[src/rtl/fpa_pipe.sv]
// fpa: combinational IEEE-754 single-precision adder, round-to-nearest-even, subnormals kept.
// NaN inputs propagate quietened; inf - inf yields the canonical quiet NaN 0x7FC00000.
module fpa (
  input  logic [31:0] number_A,
  input  logic [31:0] number_B,
  output logic [31:0] number_out
);
  logic        big_a, sx, sub, rup, a_nan, b_nan, a_inf, b_inf;
  logic [7:0]  ex_r, ey_r;
  logic [23:0] mx, my;
  logic [9:0]  ex, ey, d, sh, e;
  logic [26:0] ax, ay, al, mask, n;
  logic [27:0] s;
  logic [24:0] r;

  always_comb begin
    a_nan = (number_A[30:23] == 8'hFF) && (number_A[22:0] != 23'd0);
    b_nan = (number_B[30:23] == 8'hFF) && (number_B[22:0] != 23'd0);
    a_inf = (number_A[30:23] == 8'hFF) && (number_A[22:0] == 23'd0);
    b_inf = (number_B[30:23] == 8'hFF) && (number_B[22:0] == 23'd0);
    sub   = number_A[31] ^ number_B[31];

    // Order by magnitude so the subtraction below never goes negative.
    big_a = number_A[30:0] >= number_B[30:0];
    sx    = big_a ? number_A[31] : number_B[31];
    ex_r  = big_a ? number_A[30:23] : number_B[30:23];
    ey_r  = big_a ? number_B[30:23] : number_A[30:23];
    mx    = {ex_r != 8'd0, big_a ? number_A[22:0] : number_B[22:0]};
    my    = {ey_r != 8'd0, big_a ? number_B[22:0] : number_A[22:0]};
    ex    = (ex_r == 8'd0) ? 10'd1 : {2'b00, ex_r};
    ey    = (ey_r == 8'd0) ? 10'd1 : {2'b00, ey_r};
    d     = ex - ey;

    // Three extra LSBs hold guard, round and sticky.
    ax   = {mx, 3'b000};
    ay   = {my, 3'b000};
    mask = '0;
    if (d >= 10'd27) begin
      al = {26'd0, |my};
    end else begin
      mask = (27'd1 << d) - 27'd1;
      al   = (ay >> d) | {26'd0, |(ay & mask)};
    end
    s = sub ? ({1'b0, ax} - {1'b0, al}) : ({1'b0, ax} + {1'b0, al});

    sh = 10'd27;
    if (s[27]) begin
      n = s[27:1] | {26'd0, s[0]};
      e = ex + 10'd1;
    end else begin
      for (int i = 0; i < 27; i++) begin
        if (s[i]) sh = 10'(26 - i);
      end
      // Never normalise below the minimum exponent; what is left is subnormal.
      if (sh > ex - 10'd1) sh = ex - 10'd1;
      n = s[26:0] << sh;
      e = n[26] ? (ex - sh) : 10'd0;
    end

    rup = n[2] & (n[1] | n[0] | n[3]);
    r   = {1'b0, n[26:3]} + {24'd0, rup};
    if (r[24])                     e = e + 10'd1;
    else if (e == 10'd0 && r[23])  e = 10'd1;

    if (a_nan)                      number_out = number_A | 32'h0040_0000;
    else if (b_nan)                 number_out = number_B | 32'h0040_0000;
    else if (a_inf && b_inf && sub) number_out = 32'h7FC0_0000;
    else if (a_inf)                 number_out = number_A;
    else if (b_inf)                 number_out = number_B;
    else if (s == 28'd0)            number_out = {number_A[31] & number_B[31], 31'd0};
    else if (e >= 10'd255)          number_out = {sx, 8'hFF, 23'd0};
    else                            number_out = {sx, e[7:0], r[22:0]};
  end
endmodule

// fpa_pipe: tagged add/sub around fpa; LATENCY cycles from acceptance to out_valid.
// Whole pipe freezes while a result waits on out_ready; in_ready = !stall, bubbles are kept.
module fpa_pipe #(
  parameter int LATENCY = 2,
  parameter int TAG_W   = 4
) (
  input  logic             clk,
  input  logic             rst_n,
  input  logic             in_valid,
  output logic             in_ready,
  input  logic [31:0]      number_A,
  input  logic [31:0]      number_B,
  input  logic             op,
  input  logic [TAG_W-1:0] in_tag,
  output logic             out_valid,
  input  logic             out_ready,
  output logic [31:0]      number_out,
  output logic [TAG_W-1:0] out_tag,
  output logic [2:0]       flags
);
  localparam int NP = LATENCY - 1;

  logic             stall, v_q;
  logic [31:0]      a_q, b_q, sum;
  logic [TAG_W-1:0] tag_q;
  logic [2:0]       sum_flags;
  logic [31:0]      res_q  [NP];
  logic [TAG_W-1:0] rtag_q [NP];
  logic [2:0]       rflg_q [NP];
  logic [NP-1:0]    rv_q;

  assign stall      = rv_q[NP-1] && !out_ready;
  assign in_ready   = !stall;
  assign out_valid  = rv_q[NP-1];
  assign number_out = res_q[NP-1];
  assign out_tag    = rtag_q[NP-1];
  assign flags      = rflg_q[NP-1];

  fpa u_fpa (.number_A(a_q), .number_B(b_q), .number_out(sum));

  always_comb begin
    sum_flags = 3'b000;
    if (sum[30:23] == 8'hFF)      sum_flags = (sum[22:0] != 23'd0) ? 3'b100 : 3'b010;
    else if (sum[30:0] == 31'd0)  sum_flags = 3'b001;
  end

  always_ff @(posedge clk) begin
    if (!rst_n) begin
      v_q   <= 1'b0;
      a_q   <= '0;
      b_q   <= '0;
      tag_q <= '0;
      rv_q  <= '0;
      for (int i = 0; i < NP; i++) begin
        res_q[i]  <= '0;
        rtag_q[i] <= '0;
        rflg_q[i] <= '0;
      end
    end else if (!stall) begin
      v_q      <= in_valid;
      a_q      <= number_A;
      b_q      <= {number_B[31] ^ op, number_B[30:0]};
      tag_q    <= in_tag;
      rv_q[0]  <= v_q;
      res_q[0] <= sum;
      rtag_q[0] <= tag_q;
      rflg_q[0] <= sum_flags;
      for (int i = 1; i < NP; i++) begin
        rv_q[i]   <= rv_q[i-1];
        res_q[i]  <= res_q[i-1];
        rtag_q[i] <= rtag_q[i-1];
        rflg_q[i] <= rflg_q[i-1];
      end
    end
  end
endmodule

[config.mk]
export PLATFORM = sky130hd
export DESIGN_NAME = fpa_pipe
export DESIGN_NICKNAME = d
export VERILOG_FILES = /design/src/rtl/fpa_pipe.sv
export SDC_FILE = /design/constraint.sdc
export NUM_CORES = 1
export LEC_CHECK = 0
export BUFFER_PORTS_ARGS = -buffer_cell sky130_fd_sc_hd__buf_2
export CAP_MARGIN = 10
export CELL_PAD_IN_SITES_DETAIL_PLACEMENT = 0
export CELL_PAD_IN_SITES_GLOBAL_PLACEMENT = 2
export CORE_MARGIN = 2
export CORE_UTILIZATION = 40
export CTS_BUF_LIST = sky130_fd_sc_hd__clkbuf_2 sky130_fd_sc_hd__clkbuf_4 sky130_fd_sc_hd__clkbuf_8
export DETAILED_ROUTE_END_ITERATION = 10
export GPL_TIMING_DRIVEN = 0
export PLACE_DENSITY_LB_ADDON = 0.1
export RECOVER_POWER = 25
export SLEW_MARGIN = 10
export SYNTH_ARGS = -nofsm -noshare
export SYNTH_HDL_FRONTEND = slang
export SYNTH_SLANG_ARGS = --single-unit
[constraint.sdc]
create_clock -name clk -period 50.6 [get_ports clk]
set_input_delay 5.06 -clock clk [delete_from_list [all_inputs] [get_ports clk]]
set_output_delay 5.06 -clock clk [all_outputs]
set_load 0.03 [all_outputs]
==> impl_metrics.yaml <==
drt:
  route.vias.total: 22100
  drt_wl_total_mm: 90.9
  firstDrtPassIters: 9
  drt_iter0_drc: 2821
  wl_per_cell_um: 27.3
  vias_per_cell: 6.65
  post-route-drc-count: 0
  drt.antenna.violating_nets: 0
critical_path:
  path_buf_inv: 14
  end_kind: "flip-flop"
  crit_path_max_incr_delay_ps: 730
  critPathMaxFanout: 10
  cp-start-kind: "flip-flop"
  cp_data_required_time_ps: 50810
  worst_path_max_delay_cell: "xor2_1"
  arrival_ps: 22570
  path_class: "reg -> reg"
  path_delay_family: "simple AND/OR/NAND/NOR gates"
  cp_common_cell: "nor2_1"
yosys:
  synth-main-ff-cell: "dfxtp_1"
  synth_edf_count: 39
  syn-num-nets: 2788
  ys_warn_count: 0
  ys_seq_area_share_pct: 14.2
  synthArstFlopShare_pct: 0
  avgSynthCellArea_um2: 6.92
  synth_area_mm2: 0.0181
  synth.distinct_cells: 129
  synth_seq_cells: 109
  synth_cells: 2609
cells_and_area:
  fill_cells: 4772
  num-nets-final: 2914
  regArea_mm2: 0.00257
  final_util_pct: 44.0
  instances_no_fill: 3332
  antennaDiodeCount: 0
  syn_to_final_growth_pct: 8.36
  layout-drive-gt1-share_pct: 9.20
  mostFrequentLayoutCells: "nand2_1, nor2_1, a21oi_1"
  final_common_cell: "nand2_1"
  multiInputGateArea_mm2: 0.0144
power:
  irDropWorstVdd_uv: 20.5
  power.total_mw: 0.998
  switching_share_pct: 61.2
  seqPwrFrac_pct: 12.2
  switching_power_mw: 0.611
  comb_power_share_pct: 82.3
  powerDensity_mw_per_mm2: 51.0
  power.internal_mw: 0.388
  clkPwrFrac_pct: 5.4
  leakage_nw: 7.85
timing:
  rsz0062_at_grt: "false"
  finalHoldViolCount: 0
  tightest_slew_ps: 1300
  finalCritPeriodShare_pct: 44.2
  timing.hold.ws_ps: 476
  setup_tns_ps: 0
  slew_headroom_pct: 12.3
  max_freq_mhz: 44.7
  clock_skew_ps: 26.6
  setup_viol: 0
  period_minus_slack_ps: 22360
  final_max_slew_viol_count: 0
floorplanning:
  core-area_mm2: 0.0444
  initial_core_util_pct: 40.6
  placementRows: 77
  die_x_um: 216
  die-area_mm2: 0.0468
  ioPinCount: 114
  die_h_um: 216
placement:
  routabilityCongestion: 1.06
  dp.final_hpwl_mm: 73.6
  port_buffers: 113
  dp_cells: 3315
clock_tree:
  cts_buffers: 9
  cts-resized-gates: 0
  cts_sinks: 109
  clock_path_buffers: 2
  htree_levels: 3
  root_buffer: "clkbuf_8"
  clkSlewWorstSetupHoldPaths_ps: 120
  hold_buffers: 0
  clk_latency_ps: 400
  cts_setup_buffers: 0
  cts_tree: "done"
grt:
  grt_pass1_vias: 20900
  track_usage_pct: 37.7
  antenna_found_initial: 1
  overflow: 0
  grt_max_degree: 28
  grt_pass1_wl_mm: 135
status:
  status: "finished, final reports clean"
flow_run:
  drv_cap: 0
min_path:
  hold_class: "reg -> reg"
## cell usage after synthesis (17+ instances only)
master      n  share of area [%]
or3_1      25               0.87
nor2_1    239                5.0
nand3_1    86                2.4
inv_1     110                2.3
mux2i_1    63                3.5
a21o_1     31                1.3
a31oi_1    32                1.1
a21oi_1   170                4.7
clkbuf_1  115                2.4
nor4_1     27               0.94
and2_1     29                1.0
o211ai_1   31                1.3
a22oi_1    33                1.4
nor2b_1    21               0.73
and3_1     38                1.3
buf_2      34               0.94
nand4_1    35                1.2
xnor2_1    47                2.3
a21boi_0   79                3.3
xor2_1     17               0.82
o22ai_1    17               0.59
nand2_1   410                8.5
edfxtp_1   39                6.5
ha_1      104                7.2
or2_2      17               0.59
nor3_1     80                2.2
a211oi_1   35                1.5
dfxtp_1    70                7.8
o21a_1     27                1.1
o21ai_0   138                3.8
nand2b_1   33                1.1
## per-stage QoR
step | setup slack, ps | cell area (µm²)
floorplan | 34570 | 18100
global placement | 28520 | 19400
detailed placement | 28970 | 19400
CTS | 28890 | 19600
global route | 27290 | 19600
finish | 28240 | 19600
## logic make-up (layout without fill, tap and decap cells)
family / after synthesis / count (layout) / share of synthesized area [%]
simple gates: 1123 / 1123 / 30.1
compound gates: 834 / 834 / 32.9
xor+xnor: 65 / 65 / 3.19
other cells: 1 / 1 / 0.0208
fa+ha+maj: 107 / 107 / 7.48
buf+inv: 282 / 413 / 6.24
flops: 109 / 109 / 14.2
mux: 88 / 88 / 5.81
## layer usage
layer | wire (µm) | vias up | part of all wire [%] | track usage, %
li1 | - | 9933 | - | -
met5 | 0 | - | 0 | 0
met4 | 4470 | 0 | 4.9 | 15.3
met1 | 37200 | 10600 | 41 | 49.6
met2 | 39800 | 1383 | 44 | 59.9
met3 | 9420 | 269 | 10 | 8.14
## worst min-delay path, delay by kind of cell, from the launching register on
kind,cells,cell delay (ps)
flops,1,330
compound gates,1,60
simple gates,1,50
## sequential cells by signal (all words and copies together), names as in the netlist
register / count
v_q: 1
rflg_q: 3
tag_q: 4
b_q: 32
a_q: 32
rtag_q: 4
out_valid: 1
res_q: 32
## power by group through the flow
stage                     clock network (mW)  registers (mW)  logic [mW]
after floorplan                            0           0.141       0.518
after global placement                     0           0.123       0.792
after detailed placement                   0           0.123       0.788
after CTS                             0.0546           0.121       0.793
after global routing                  0.0576           0.123       0.871
final                                 0.0541           0.122       0.822
## final timing paths
| path | startpoint | cells past startpoint | to | slack, ps |
|---|---|---|---|---|
| setup / recovery | b_q[14] | 75 | rflg_q[0][0] | 28240 |
| hold reg to reg | tag_q[0] | 2 | tag_q[0] | 480 |
| setup reg to reg | b_q[14] | 75 | rflg_q[0][0] | 28240 |
| hold / removal | tag_q[0] | 2 | tag_q[0] | 480 |
## cell type report
cell class | instances | area share [%]
multi-input cells | 2218 | 73.5
well taps | 592 | 3.79
plain buffers | 169 | 3.59
inverters | 113 | 2.17
repair buffers | 115 | 2.82
clock inverters | 6 | 0.326
flip-flops and latches | 109 | 13.2
clock buffers | 10 | 0.704
Note: power is estimated with default switching activity, not from simulation.
